<file path="src/rtl/rf_wport_arbiter.sv">
// Register-file write-port arbiter: shares the single write port between the
// writeback stage and the multiply/divide unit and tracks in-flight MDU targets.
module rf_wport_arbiter #(
  parameter int MAX_WAIT = 4,
  parameter int CW       = 3
) (
  input  logic        clk,
  input  logic        rst,
  input  logic        wb_we,
  input  logic [4:0]  wb_rw,
  input  logic [5:0]  wb_op,
  input  logic [31:0] wb_data,
  input  logic        mdu_issue,
  input  logic [4:0]  mdu_issue_rd,
  input  logic        mdu_valid,
  input  logic [4:0]  mdu_rd,
  input  logic [31:0] mdu_data,
  output logic        mdu_ready,
  input  logic [4:0]  id_rs,
  input  logic [4:0]  id_rt,
  input  logic [4:0]  id_rw,
  input  logic        id_we,
  output logic        id_stall,
  output logic        pipe_hold,
  output logic        rf_we,
  output logic [4:0]  rf_rw,
  output logic [5:0]  rf_op,
  output logic [31:0] rf_data
);

  typedef enum logic [1:0] {
    ST_IDLE  = 2'd0,
    ST_WAIT  = 2'd1,
    ST_FORCE = 2'd2
  } state_t;

  state_t         state;
  logic [CW-1:0]  wait_cnt;
  logic [31:0]    sb;
  logic [31:0]    sb_next;
  logic           wb_grant;
  logic           mdu_grant;

  // In FORCE the pipeline is frozen, so the MDU owns the port regardless of wb_we.
  assign wb_grant  = wb_we && (state != ST_FORCE);
  assign mdu_grant = mdu_valid && (!wb_we || (state == ST_FORCE));
  assign mdu_ready = mdu_grant;

  assign id_stall = (sb[id_rs] && (id_rs != 5'd0)) ||
                    (sb[id_rt] && (id_rt != 5'd0)) ||
                    (id_we && sb[id_rw] && (id_rw != 5'd0));

  // A new issue to a register overrides a same-cycle completion to it.
  always_comb begin
    sb_next = sb;
    if (mdu_grant && (mdu_rd != 5'd0))
      sb_next[mdu_rd] = 1'b0;
    if (mdu_issue && (mdu_issue_rd != 5'd0))
      sb_next[mdu_issue_rd] = 1'b1;
    sb_next[0] = 1'b0;
  end

  always_ff @(posedge clk) begin
    if (rst)
      sb <= '0;
    else
      sb <= sb_next;
  end

  // Starvation FSM: after MAX_WAIT+1 refusals the pipeline is held for one cycle.
  always_ff @(posedge clk) begin
    if (rst) begin
      state     <= ST_IDLE;
      wait_cnt  <= '0;
      pipe_hold <= 1'b0;
    end else begin
      pipe_hold <= 1'b0;
      case (state)
        ST_IDLE: begin
          wait_cnt <= '0;
          if (mdu_valid && !mdu_grant) begin
            state    <= ST_WAIT;
            wait_cnt <= CW'(1);
          end
        end
        ST_WAIT: begin
          if (mdu_grant || !mdu_valid) begin
            state    <= ST_IDLE;
            wait_cnt <= '0;
          end else if (wait_cnt == CW'(MAX_WAIT)) begin
            state     <= ST_FORCE;
            wait_cnt  <= '0;
            pipe_hold <= 1'b1;
          end else begin
            wait_cnt <= wait_cnt + CW'(1);
          end
        end
        ST_FORCE: begin
          state    <= ST_IDLE;
          wait_cnt <= '0;
        end
        default: begin
          state    <= ST_IDLE;
          wait_cnt <= '0;
        end
      endcase
    end
  end

  // Writes to r0 still update the captured fields but never assert rf_we.
  always_ff @(posedge clk) begin
    if (rst) begin
      rf_we   <= 1'b0;
      rf_rw   <= '0;
      rf_op   <= '0;
      rf_data <= '0;
    end else if (wb_grant) begin
      rf_we   <= (wb_rw != 5'd0);
      rf_rw   <= wb_rw;
      rf_op   <= wb_op;
      rf_data <= wb_data;
    end else if (mdu_grant) begin
      rf_we   <= (mdu_rd != 5'd0);
      rf_rw   <= mdu_rd;
      rf_op   <= 6'b000000;
      rf_data <= mdu_data;
    end else begin
      rf_we <= 1'b0;
    end
  end

endmodule

</file>
<file path="config.mk">
export PLATFORM = sky130hd
export DESIGN_NAME = rf_wport_arbiter
export DESIGN_NICKNAME = d
export VERILOG_FILES = /design/src/rtl/rf_wport_arbiter.sv
export SDC_FILE = /design/constraint.sdc
export NUM_CORES = 1
export LEC_CHECK = 0
export BUFFER_PORTS_ARGS = -buffer_cell sky130_fd_sc_hd__buf_2
export CORE_MARGIN = 2
export CORE_UTILIZATION = 50
export CTS_BUF_LIST = sky130_fd_sc_hd__clkbuf_8
export CTS_CLUSTER_DIAMETER = 50
export DETAILED_ROUTE_END_ITERATION = 7
export PLACE_DENSITY = 0.81
export SKIP_LAST_GASP = 1
export SYNTH_ARGS = -nofsm -noshare
export SYNTH_HDL_FRONTEND = slang
export SYNTH_SLANG_ARGS = --single-unit
</file>
<file path="constraint.sdc">
create_clock -name clk -period 3 [get_ports clk]
set_input_delay 0.45 -clock clk [delete_from_list [all_inputs] [get_ports clk]]
set_output_delay 0.45 -clock clk [all_outputs]
set_load 0.02 [all_outputs]
</file>
==> results of run 1 <==
-- logic make-up (layout without fill, tap and decap cells) --
family                     count (synthesis)  count (layout)
DFF                                       81              81
and+or+nand+nor                          155             155
adders and majority gates                  2               2
muxes                                     69              69
buffers and inverters                     46             179
AOI/OAI and AO/OA                        131             131
-- tightest hold or removal path, stage by stage --
cell and delay (ns):
buf_2 0.09, nand2_1 0.04, a21oi_1 0.05
-- worst min path at each step --
stage | startpoint | endpoint | slack, ns
final | wb_op[2] | rf_op[2]$_SDFFE_PP0P_ | 0.32
after global routing | wb_op[2] | rf_op[2]$_SDFFE_PP0P_ | 0.32
after CTS | wb_op[2] | rf_op[2]$_SDFFE_PP0P_ | 0.32
after detailed placement | rf_op[3]$_SDFFE_PP0P_ | rf_op[3]$_SDFFE_PP0P_ | 0.46
after global placement | rf_op[2]$_SDFFE_PP0P_ | rf_op[2]$_SDFFE_PP0P_ | 0.45
after floorplan | wait_cnt[2]$_SDFF_PP0_ | pipe_hold$_SDFF_PP0_ | 0.45
-- flip-flops by register name, indices dropped and copies added, names as in the netlist --
signal / flops
sb: 31
rf_op: 6
wait_cnt: 3
rf_data: 32
rf_we: 1
rf_rw: 5
pipe_hold: 1
state: 2
-- placed cells by master (no fill, tap or decap), types with 6 or more instances in the layout --
cell type / count
a211oi_1: 40
a21oi_1: 40
buf_2: 152
clkbuf_8: 10
dfxtp_1: 81
inv_1: 7
mux2i_1: 52
mux4_1: 6
mux4_2: 9
nand2_1: 49
nand2b_1: 8
nand3_1: 8
nand4_1: 8
nor2_1: 54
nor2b_1: 6
o21ai_0: 35
-- where the power goes --
group	total, W	internal (W)	switching [W]
clock network	0.000900	0.000494	0.000405
registers	0.00115	0.00112	0.0000296
logic	0.000421	0.000170	0.000251
total	0.00247	0.00179	0.000686
-- routing by layer --
layer / GRT usage, % / up-vias / part of all wire, % / wire length, um
met5: 0 / - / 0 / 0
met4: 10.4 / 0 / 2.3 / 295
met3: 8.02 / 28 / 8.9 / 1120
met2: 46.5 / 213 / 49 / 6200
met1: 31.5 / 1982 / 40 / 4970
li1: - / 2031 / - / -
-- layout make-up --
class / instances / share of cell area, %
flip-flops and latches: 81 / 30.8
well taps: 105 / 2.50
multi-input cells: 357 / 46.8
inverters: 7 / 0.500
clock buffers: 10 / 2.62
clock inverters: 6 / 1.71
repair buffers: 156 / 15.0
-- through the flow --
step | power, W | hold slack [ns] | cells | area, um2
after floorplan | 0.00143 | 0.452 | 484 | 4310
after global placement | 0.00158 | 0.453 | 706 | 5030
after detailed placement | 0.00159 | 0.461 | 706 | 5030
after CTS | 0.00248 | 0.323 | 722 | 5260
after global routing | 0.00257 | 0.321 | 722 | 5260
final | 0.00247 | 0.324 | 722 | 5260
==> results.md, run 1 <==
- The signed area change from the synthesized netlist to the final layout is 22.0%.
- The H-tree generated during clock tree synthesis spans 3 levels.
- The number of setup buffers added after CTS is 0.
- The number of top-level design ports is 153.
- The number of global-route vias before repair is 4373.
- The first detailed-routing pass ran for 5 iterations.
- The total number of vias is 4254.
- Setup repair after global routing left no endpoint under its margin.
- Based on the critical path, the design can be clocked at up to 0.399 GHz.
- The logic depth of the worst path, buffers included is 7.
- Yosys mapped a number of flops with a built-in enable equal to 0.
- The initial antenna violation count is 0.
- Counting instances in the post-synthesis netlist gives the leading cell types as dfxtp_1 (81), nor2_1 (54), mux2i_1 (52), nand2_1 (50).
- The footprint of the multi-input gates is 2460 um2.
- The clock edge transition at the registers on the reported setup and hold paths is 0.09 ns.
- The share of the synthesized area in the top cell type is 37.6%.
- The number of nets with antenna violations after routing is 0.
- At the placement stage, the worst setup path has a slack of 0.523 ns.
- The total length of routed wires is 12.6 mm.
- Data arrives at the worst endpoint at 2.06 ns.
- After layout, the worst path uses 83.6% of the clock period.
- The endpoint of the lowest-slack register-to-register path is rf_we$_SDFF_PP0_.
- Synthesis produced 484 cells.
- The number of pins with negative max-slew slack in the final report is 0.
- The worst hold path belongs to the class input port to register.
- The first-iteration detailed-routing DRC count is 285.
- The relative slew slack is 41.8%.
- The primary flip-flop cell chosen by synthesis mapping is dfxtp_1.
- The mean post-synth cell area is 8.90 um2.
- From bottom edge to top edge, the die measures 96.8 um.
- The reported leakage power is 2.28 nW.
- The setup path with the least slack is of type input port to primary output.
- The actual slew at the worst max-slew pin is 0.872 ns.
- Sequential cells were found to cover 37.6% of the synthesized design area.
- By area the synthesized netlist is led by dfxtp_1 (38%), mux2i_1 (12%), a211oi_1 (7.0%).
- Yosys printed 0 warnings.
- The required time of the critical path is 2.55 ns.
- The residual DRC count is 0.
- The termination of the worst setup path is id_stall.
- The cell type contributing the most total cell area after synthesis is dfxtp_1.
- The worst IR drop on VDD is 0.000292 V.
- The element type at the critical path start is an input port.
- After layout, the worst setup slack is 0.493 ns.
- The synthesized netlist devotes 0% of its cell area to XOR and XNOR gates.
- After detailed routing, the number of vias per cell comes to 5.89.
- Power spread over the standard cell area amounts to 471 nW/um2.
- Clock tree synthesis inserted a total of 9 buffers.
- The most numerous cell in the Yosys netlist is dfxtp_1.
- Cells with a size suffix above 1 make up 30.3% of the layout.
- The number of cells on the worst reg-to-reg path is 5.
- Clock latency on the worst-skew pair, taken at its later pin, is 0.35 ns.
- The number of sinks driven by the clock tree is 81.
- The die covers 9380 um2.
- The post-synthesis net count is 592.
- The category of cells accounting for the largest share of critical-path delay is multiplexers.
- The maximum cell stage delay along the critical path is 0.59 ns.
- Buffers placed on the I/O ports in this run total 152.
- The maximum net fanout on the critical path is 9.
- The cell chosen for the clock root is clkbuf_8.
- Gates resized during post-CTS repair numbered 0.
- The starting density of the core is 51.9%.
- Counting flops and latches in the post-synthesis netlist gives 81.
- The worst hold path cell count is 3.
- The width of the die is 96.8 um.
- Summing the areas of all compound-gate instances in the mapped netlist gives 18.8% of the synthesized area.
- The minimum clock period after layout is 2.51 ns.
- The number of buffers and inverters on the critical path is 2.
- The number of nets in the finished design is 720.
- The mux contribution to synthesized area is 21.1%.
- Of the total synthesized cell area, the portion taken by AND, OR, NAND and NOR gates is 16.6%.
- The last weighted congestion value of the routability-driven placer is 0.933.
- The clock tree from TritonCTS is yes.
- Max-cap violations in this run came to 0.
- Counting the fill cells in the layout gives 715.
- The final setup skew is 0.00779 ns.
- Global routing used 27.0% of the available tracks.
- Traced cell by cell, the critical path runs through buf_2, mux4_1, mux2i_1, mux2i_1, a32oi_1, nand4_1, buf_2.
- The critical path starts at id_rw[0].
- The worst register-to-register path has a setup slack of 1.12 ns.
- For the final routed database, the setup TNS stands at 0 ns.
- The floorplan step defined a core boundary enclosing 8300 um2.
- The sequential cells in the finished layout cover a total of 1620 um2.
- The mapped netlist covers 4310 um2.
- In the final routed layout, each cell accounts on average for 17.4 um.
- The reg-to-reg startpoint is state[0]$_SDFFE_PP0P_.
- Buffers inserted to repair hold after CTS numbered 0.
- Among all stages on the critical path, the largest delay is contributed by mux4_1.
- After synthesis, the largest family of logic cells by area is multiplexers.
- The share of async-settable or async-resettable flops after synthesis is 0%.
- The maximum number of pins on one net before global-route repair is 48.
- The final number of hold-violating endpoints is 0.
- No sink is reached through more buffers than the 2 on the longest clock path.
- The share of synthesized cell area in full adder, half adder and majority cells is 0.581%.
- The initialized floorplan defines 33 standard-cell rows.
- The first global-routing pass estimated 20.8 mm of wire.
- The count of final setup violators is 0.
- The flow ran to the end, and the final reports show no timing, DRC or antenna violations.
- The distinct cell type count of the synthesized netlist is 44.
- 0 antenna diodes ended up in the layout.
- Once layout is complete, the utilization of the core stands at 63.3%.
- The HPWL after detailed placement is 9.53 mm.
- The type of element capturing the critical path is a primary output.
- Global routing finished with a remaining overflow of 0.
(Power assumes the default switching activity.)
==> run 2, diff against run 1 <==
--- a/config.mk
+++ b/config.mk
@@ -7,11 +7,11 @@
 export LEC_CHECK = 0
 export BUFFER_PORTS_ARGS = -buffer_cell sky130_fd_sc_hd__buf_2
 export CORE_MARGIN = 2
-export CORE_UTILIZATION = 50
+export CORE_UTILIZATION = 47
 export CTS_BUF_LIST = sky130_fd_sc_hd__clkbuf_8
 export CTS_CLUSTER_DIAMETER = 50
 export DETAILED_ROUTE_END_ITERATION = 7
-export PLACE_DENSITY = 0.81
+export PLACE_DENSITY = 0.8
 export SKIP_LAST_GASP = 1
 export SYNTH_ARGS = -nofsm -noshare
 export SYNTH_HDL_FRONTEND = slang
==> constraint.sdc (replaced) <==
create_clock -name clk -period 2 [get_ports clk]
set_input_delay 0.3 -clock clk [delete_from_list [all_inputs] [get_ports clk]]
set_output_delay 0.3 -clock clk [all_outputs]
set_load 0.02 [all_outputs]
==> run 2 against run 1 <==
  * The run now ends with negative setup slack left
  * Wire length grew 0.46%
  * Clock power grew 37%
  * Final area grew 4.1%
  * Cell count grew 2.9%
  * Count of clock-buffer cells in the layout is the same
  * Non-clock buffer count grew 18
  * Sequential cell count is the same
  * Critical path depth shrank 1
  * Via count grew 2.0%
  * Register-to-register slack lost 0.75 ns
  * Global-route usage shrank 1.3 points
  * Critical endpoint unchanged
==> results.md, run 2 (synthesized netlist as in run 1, its figures left out) <==
- The reg-to-reg startpoint is state[0]$_SDFFE_PP0P_ (unchanged).
- The worst hold path cell count is 3 (unchanged).
- The die outline height is 99.8 um (was 96.8 um).
- The length of the first detailed-routing pass in iterations came to 5 (unchanged).
- The total of buffers placed on input and output ports is 152 (unchanged).
- The total length of routed wires is 12.6 mm (about the same).
- The global-route met1 utilization is 32.6% (was 31.5%).
- The number of buffers created by CTS is 9 (unchanged).
- The final hold slack is 0.186 ns (was 0.324 ns).
- The total number of vias is 4340 (was 4254).
- The max-capacitance violation count came to 0 (unchanged).
- The worst min-delay path endpoint is rf_op[4]$_SDFFE_PP0P_ (was rf_op[2]$_SDFFE_PP0P_).
- The total global routing track utilization is 25.6% (was 27.0%).
- The HPWL after detailed placement is 9.57 mm (was 9.53 mm).
- The register area is 1650 um2 (was 1620 um2).
- The worst reg2reg path depth is 5 (unchanged).
- Commonest cells after routing, fill and taps aside: buf_2 (151), dfxtp_1 (61), nor2_1 (54), mux2i_1 (50), nand2_1 (49) (was buf_2 (152), dfxtp_1 (81), nor2_1 (54), mux2i_1 (52), nand2_1 (49)).
- The fraction of final layout cells with drive strength greater than 1 is 37.3% (was 30.3%).
- The type of the worst setup path is register to primary output (was input port to primary output).
- The first-iteration detailed-routing DRC count is 354 (was 285).
- The critical hold path startpoint is wb_op[4] (was wb_op[2]).
- The reported leakage power was 2.35 nW (was 2.28 nW).
- The clock latency reported for the late side of the worst-skew pair was 0.35 ns (about the same).
- The count of final setup violators came to 1 (was 0).
- The maximum net fanout on the critical path is 4 (was 9).
- RSZ-0062 raised after global routing: yes (was no).
- The number of sinks driven by the clock tree is 81 (unchanged).
- The overall die area is 9950 um2 (was 9380 um2).
- The antenna diode count is 0 (unchanged).
- The most flop-heavy register is rf_data (unchanged).
- Result of the run: complete, but fails checks (was finished, final reports clean).
- The final setup skew is 0.00654 ns (was 0.00779 ns).
- The number of nets with antenna violations after routing is 0 (unchanged).
- The minimum clock period after layout is 2.20 ns.
- The first-pass GRT wire length is 20.4 mm (was 20.8 mm).
- The area of the core region came to 8810 um2 (was 8300 um2).
- The setup slack after layout was -0.199 ns (was 0.493 ns).
- The signed area change from the synthesized netlist to the final layout was 27.0% (was 22.0%).
- The relative slew slack is 56.9% (was 41.8%).
- Based on the critical path, the design can be clocked at up to 0.455 GHz.
- The initial antenna violation count is 0 (unchanged).
- The final number of hold-violating endpoints is 0 (unchanged).
- The fraction of met2 tracks used by global routing is 42.7% (was 46.5%).
- Largest registers: rf_data x32, sb x31, rf_op x6 (unchanged).
- The starting density of the core is 48.9% (was 51.9%).
- The number of pins with negative max-slew slack in the final report was 0 (unchanged).
- The cell chosen for the clock root is clkbuf_8 (unchanged).
- The element type at the critical path start is a register (was input port).
- The commonest non-fill, non-tap cell in the layout is buf_2 (unchanged).
- The checks that failed: negative setup slack.
- The most used routing layer in global routing is met2 (unchanged).
- The actual slew at the worst max-slew pin is 0.645 ns (was 0.872 ns).
- The share of the clock period used by the worst path is 110%.
- The number of global-route vias before repair is 4205 (was 4373).
- The endpoint arrival time on the critical path is 1.90 ns (was 2.06 ns).
- The type of element capturing the critical path is a primary output (unchanged).
- The clock tree from TritonCTS is yes (unchanged).
- The register-to-register setup slack is 0.37 ns (was 1.12 ns).
- The buffer depth of the longest clock path is 2 (unchanged).
- The number of core rows is 34 (was 33).
- The footprint of the multi-input gates was 2490 um2 (was 2460 um2).
- The met3 routing resource usage after global routing is 5.97% (was 8.02%).
- The required time of the critical path is 1.70 ns (was 2.55 ns).
- The maximum number of pins on one net before global-route repair is 49 (was 48).
- The worst IR drop on VDD came to 0.000447 V (was 0.000292 V).
- The ratio of total power to cell area is 664 nW/um2 (was 471 nW/um2).
- The routed via count divided by cell count came to 5.84 (was 5.89).
- The width of the die is 99.8 um (was 96.8 um).
- The endpoint of the lowest-slack register-to-register path is rf_data[1]$_SDFFE_PP0P_ (was rf_we$_SDFF_PP0_).
- The last weighted congestion value of the routability-driven placer was 0.914 (was 0.933).
- The number of flip-flops in the largest register is 32 (unchanged).
- The clock edge transition at the registers on the reported setup and hold paths is 0.09 ns (about the same).
- The residual DRC count is 0 (unchanged).
- The worst slack at placement is -0.163 ns (was 0.523 ns).
- The total of fill cells in the finished design came to 752 (was 715).
- The routed wirelength normalized by instance count was 17.0 um (was 17.4 um).
- The number of top-level design ports was 153 (unchanged).
- The global-route congestion overflow total is 0 (unchanged).
- The number of nets in the finished design is 738 (was 720).
- The type of the most critical hold path is input port to register (unchanged).
- The maximum level of the CTS H-tree was 3 (unchanged).
## run 2: worst max-delay path, cell delays in order, from the launching register on
cell       delay [ns]
dfxtp_2          0.36
mux4_2           0.47
mux2i_2          0.18
a2111oi_2        0.09
a32oi_1          0.17
nand4_1          0.13
buf_6            0.15
## run 2: area by class of cell
class	instances	area share (%)
Clock inverter	6	1.21
Timing Repair Buffer	174	17.7
Tap cell	108	2.47
Inverter	7	0.480
Clock buffer	10	2.51
Multi-Input combinational cell	357	45.5
Sequential cell	81	30.1
## run 2: worst max-delay path by stage
stage	endpoint	slack, ns	startpoint	cells after the start
finish	id_stall	-0.20	sb[2]$_SDFF_PP0_	6
global route	id_stall	-0.29	sb[19]$_SDFF_PP0_	6
CTS	id_stall	-0.19	sb[18]$_SDFF_PP0_	6
detailed placement	id_stall	-0.16	id_rs[0]	8
global placement	id_stall	-0.06	id_rs[2]	7
floorplan	id_stall	0.12	id_rw[0]	6
## run 2: repair_timing
action	4_1_cts	5_1_grt
pin swaps	3	3
hold buffers	0	0
buffers inserted	1	1
hold endpoints to repair	0	0
endpoints found under the setup margin	1	1
resized for setup	23	15
## run 2: power breakdown
| group | internal [W] | switching, W | leakage (nW) |
|---|---|---|---|
| combinational | 0.000288 | 0.000390 | 1.58 |
| sequential | 0.00168 | 0.0000427 | 0.676 |
| clock | 0.000613 | 0.000614 | 0.0949 |
## run 2: through the flow
| stage | utilization [%] | setup TNS [ns] | instances | area (um2) | total power (W) |
|---|---|---|---|---|---|
| 5_1_grt | 62.1 | -0.293 | 743 | 5470 | 0.00377 |
| 2_1_floorplan | - | 0 | 484 | 4310 | 0.00215 |
| 3_5_place_dp | 59.0 | -0.163 | 725 | 5190 | 0.00242 |
| 6_report | 62.1 | -0.199 | 743 | 5470 | 0.00363 |
| 3_3_place_gp | 59.0 | -0.0631 | 725 | 5190 | 0.00241 |
| 4_1_cts | 61.7 | -0.194 | 742 | 5430 | 0.00363 |
## run 2: routing by layer
metal  routed length (um)  part of all wire, %
met2                 6000                   47
met4                  329                  2.6
met3                 1260                   10
met1                 5050                   40
met5                    0                    0
==> run 3, diff against run 2 <==
--- a/config.mk
+++ b/config.mk
@@ -6,7 +6,6 @@
 export NUM_CORES = 1
 export LEC_CHECK = 0
 export BUFFER_PORTS_ARGS = -buffer_cell sky130_fd_sc_hd__buf_2
-export CORE_MARGIN = 2
 export CORE_UTILIZATION = 47
 export CTS_BUF_LIST = sky130_fd_sc_hd__clkbuf_8
 export CTS_CLUSTER_DIAMETER = 50
==> run 3 against run 2 <==
  * The run ends with design-rule violations, negative setup slack left
  * Cell count is 0.54% lower
  * Largest power group unchanged
  * Final area is 0.43% lower
  * Utilization shrank 0.27 points
==> results.md, run 3 (synthesized netlist as in run 1, its figures left out) <==
- Result of the run: complete, but fails checks (unchanged).
- Violated checks: design-rule violations, negative setup slack (was negative setup slack).
- The type of the worst setup path was register to primary output (unchanged).
- The internal power summed over all cells is 0.00271 W (was 0.00258 W).
- The sequential share of power is 46.2% (was 47.6%).
- The overall power of the completed layout was 0.00374 W (was 0.00363 W).
- The residual DRC count is 12 (was 0).
- The reported leakage power is 2.36 nW (was 2.35 nW).
- The maximum net fanout on the critical path is 3 (was 4).
- The commonest non-fill, non-tap cell in the layout is buf_2 (unchanged).
- The standard cell with the maximum stage delay on the critical path is dfxtp_2 (was mux4_2).
- The total length of routed wires came to 12.4 mm (was 12.6 mm).
- The worst slack at placement is -0.146 ns (was -0.163 ns).
- The share of the clock period used by the worst path was 112% (was 110%).
- The total of buffers placed on input and output ports is 152 (unchanged).
- The maximum level of the CTS H-tree was 3 (unchanged).
- Crit-path cells: mux2_4, a311o_1, o31ai_2, a31o_2, nand4_1, buf_4 (was mux4_2, mux2i_2, a2111oi_2, a32oi_1, nand4_1, buf_6).
- The number of nets in the finished design was 734 (was 738).
- The number of buffers and inverters on the critical path came to 1 (unchanged).
- The starting density of the core came to 48.9% (unchanged).
- The element type at the critical path start was a register (unchanged).
- The worst hold path cell count was 3 (unchanged).
- The number of global-route vias before repair came to 4109 (was 4205).
- The length of the first detailed-routing pass in iterations is 8 (was 5).
- The maximum cell stage delay along the critical path is 0.33 ns (was 0.47 ns).
- Commonest cells after routing, fill and taps aside: buf_2 (151), dfxtp_1 (71), nor2_1 (54), mux2i_1 (52), nand2_1 (49) (was buf_2 (151), dfxtp_1 (61), nor2_1 (54), mux2i_1 (50), nand2_1 (49)).
- The overall die area is 9560 um2 (was 9950 um2).
- The worst min-delay path endpoint is rf_op[3]$_SDFFE_PP0P_ (was rf_op[4]$_SDFFE_PP0P_).
- The max-capacitance violation count is 0 (unchanged).
- Largest registers: rf_data x32, sb x31, rf_op x6 (unchanged).
- The width of the die is 97.8 um (was 99.8 um).
- The clock tree from TritonCTS is yes (unchanged).
- The category of cells accounting for the largest share of critical-path delay was compound AO/OA/AOI/OAI gates (was multiplexers).
- The switching power share of the total was 27.6% (was 28.8%).
- The total of fill cells in the finished design is 752 (unchanged).
- The number of pins with negative max-slew slack in the final report is 0 (unchanged).
- The clock latency reported for the late side of the worst-skew pair came to 0.36 ns (was 0.35 ns).
- The signed area change from the synthesized netlist to the final layout was 26.5% (was 27.0%).
- RSZ-0062 raised after global routing: yes (unchanged).
- The number of sinks driven by the clock tree is 81 (unchanged).
- The net switching component of the power is 0.00103 W (was 0.00105 W).
- The number of flip-flops in the largest register is 32 (unchanged).
- The routed via count divided by cell count is 5.81 (was 5.84).
- The first-pass GRT wire length is 19.7 mm (was 20.4 mm).
- The worst IR drop on VDD is 0.000494 V (was 0.000447 V).
- The relative contribution of combinational cells to total power is 17.8% (was 18.6%).
- The type of the most critical hold path is input port to register (unchanged).
- The number of core rows was 34 (unchanged).
- The final setup skew is 0.00553 ns (was 0.00654 ns).
- The worst reg2reg path depth was 5 (unchanged).
- The critical hold path startpoint is wb_op[3] (was wb_op[4]).
- The last weighted congestion value of the routability-driven placer came to 0.913 (was 0.914).
- The maximum number of pins on one net before global-route repair is 47 (was 49).
- The endpoint arrival time on the critical path is 1.93 ns (was 1.90 ns).
- The type of element capturing the critical path is a primary output (unchanged).
- The ratio of total power to cell area was 686 nW/um2 (was 664 nW/um2).
- The most flop-heavy register is rf_data (unchanged).
- The die outline height is 97.8 um (was 99.8 um).
- The global-route congestion overflow total came to 0 (unchanged).
- The required time of the critical path is 1.70 ns (about the same).
- The HPWL after detailed placement came to 9.34 mm (was 9.57 mm).
- The count of final setup violators is 1 (unchanged).
- The number of nets with antenna violations after routing was 0 (unchanged).
- The number of top-level design ports is 153 (unchanged).
- The routed wirelength normalized by instance count came to 16.8 um (was 17.0 um).
- The buffer depth of the longest clock path is 2 (unchanged).
- The initial antenna violation count is 0 (unchanged).
- The count of hold-fix buffers inserted at cts is 0 (unchanged).
- The top achievable clock speed is 0.448 GHz (was 0.455 GHz).
- The final number of hold-violating endpoints came to 0 (unchanged).
- The area of the core region is 8810 um2 (unchanged).
- The minimum clock period after layout is 2.23 ns (was 2.20 ns).
- The actual slew at the worst max-slew pin is 0.616 ns (was 0.645 ns).
- The relative slew slack was 58.9% (was 56.9%).
- The total global routing track utilization is 26.0% (was 25.6%).
- The register-to-register setup slack is 0.34 ns (was 0.37 ns).
- The endpoint of the lowest-slack register-to-register path is sb[7]$_SDFF_PP0_ (was rf_data[1]$_SDFFE_PP0P_).
- The setup slack after layout is -0.231 ns (was -0.199 ns).
- The clock edge transition at the registers on the reported setup and hold paths is 0.08 ns (was 0.09 ns).
- The first-iteration detailed-routing DRC count is 298 (was 354).
- The antenna diode count is 0 (unchanged).
- The reg-to-reg startpoint is state[0]$_SDFFE_PP0P_ (unchanged).
- The total number of vias is 4296 (was 4340).
- The number of buffers created by CTS is 9 (unchanged).
- The clock share of power came to 36.0% (was 33.8%).
- The fraction of final layout cells with drive strength greater than 1 is 34.1% (was 37.3%).
- The cell chosen for the clock root is clkbuf_8 (unchanged).
## run 3: cell count changes in the layout (fill, tap and decap cells not counted), sizes merged
cell / change
buf: -4
bufinv: +1
inv: -1
## run 3: power groups by stage
| stage | combinational [W] | sequential [W] | clock, W |
|---|---|---|---|
| 2_1_floorplan | 0.000315 | 0.00184 | 0 |
| 3_3_place_gp | 0.000637 | 0.00176 | 0 |
| 3_5_place_dp | 0.000653 | 0.00176 | 0 |
| 4_1_cts | 0.000662 | 0.00173 | 0.00136 |
| 5_1_grt | 0.000719 | 0.00174 | 0.00144 |
| 6_report | 0.000665 | 0.00173 | 0.00135 |
## run 3: timing repair
item                       in CTS  in global routing
buffers inserted                2                  0
gates resized for setup        13                  4
setup endpoints to repair       1                  1
pin swaps                       4                  0
## run 3: tightest hold or removal path: stages
cell     delay (ns)
buf_2          0.09
nand2_1        0.04
a21oi_1        0.05
## run 3: worst max-delay path by stage
stage / cells after the start / slack, ns / endpoint / start
6_report: 6 / -0.23 / id_stall / sb[5]$_SDFF_PP0_
5_1_grt: 6 / -0.36 / id_stall / sb[25]$_SDFF_PP0_
4_1_cts: 6 / -0.24 / id_stall / sb[5]$_SDFF_PP0_
3_5_place_dp: 7 / -0.15 / id_stall / id_rw[0]
3_3_place_gp: 8 / -0.06 / id_stall / id_rs[1]
2_1_floorplan: 6 / 0.12 / id_stall / id_rw[0]
## run 3: area by class of cell
| type | count | area, um2 | share of cell area (%) |
|---|---|---|---|
| multi-input cells | 357 | 2480 | 45.4 |
| clock buffers | 10 | 138 | 2.53 |
| clock inverters | 6 | 91.3 | 1.68 |
| flip-flops and latches | 81 | 1630 | 30.0 |
| well taps | 108 | 135 | 2.48 |
| repair buffers | 170 | 948 | 17.4 |
| inverters | 7 | 26.3 | 0.482 |
## run 3: per-layer routing
layer | share of wire [%] | vias to the layer above | GRT usage, % | wire length, um
li1 | - | 2057 | - | -
met1 | 41 | 2001 | 31.9 | 5060
met2 | 48 | 216 | 43.8 | 5990
met3 | 9.3 | 22 | 7.37 | 1150
met4 | 1.9 | 0 | 9.32 | 239
met5 | 0 | - | 0 | 0
## run 3: metrics by stage
step / instance area [um2] / hold WS (ns) / utilization (%) / TNS [ns] / instances
finish: 5450 / 0.173 / 61.9 / -0.231 / 739
global route: 5450 / 0.170 / 61.9 / -0.363 / 739
CTS: 5430 / 0.160 / 61.7 / -0.241 / 739
floorplan: 4310 / 0.436 / - / 0 / 484
global placement: 5170 / 0.453 / 58.8 / -0.0623 / 721
detailed placement: 5170 / 0.459 / 58.8 / -0.146 / 721
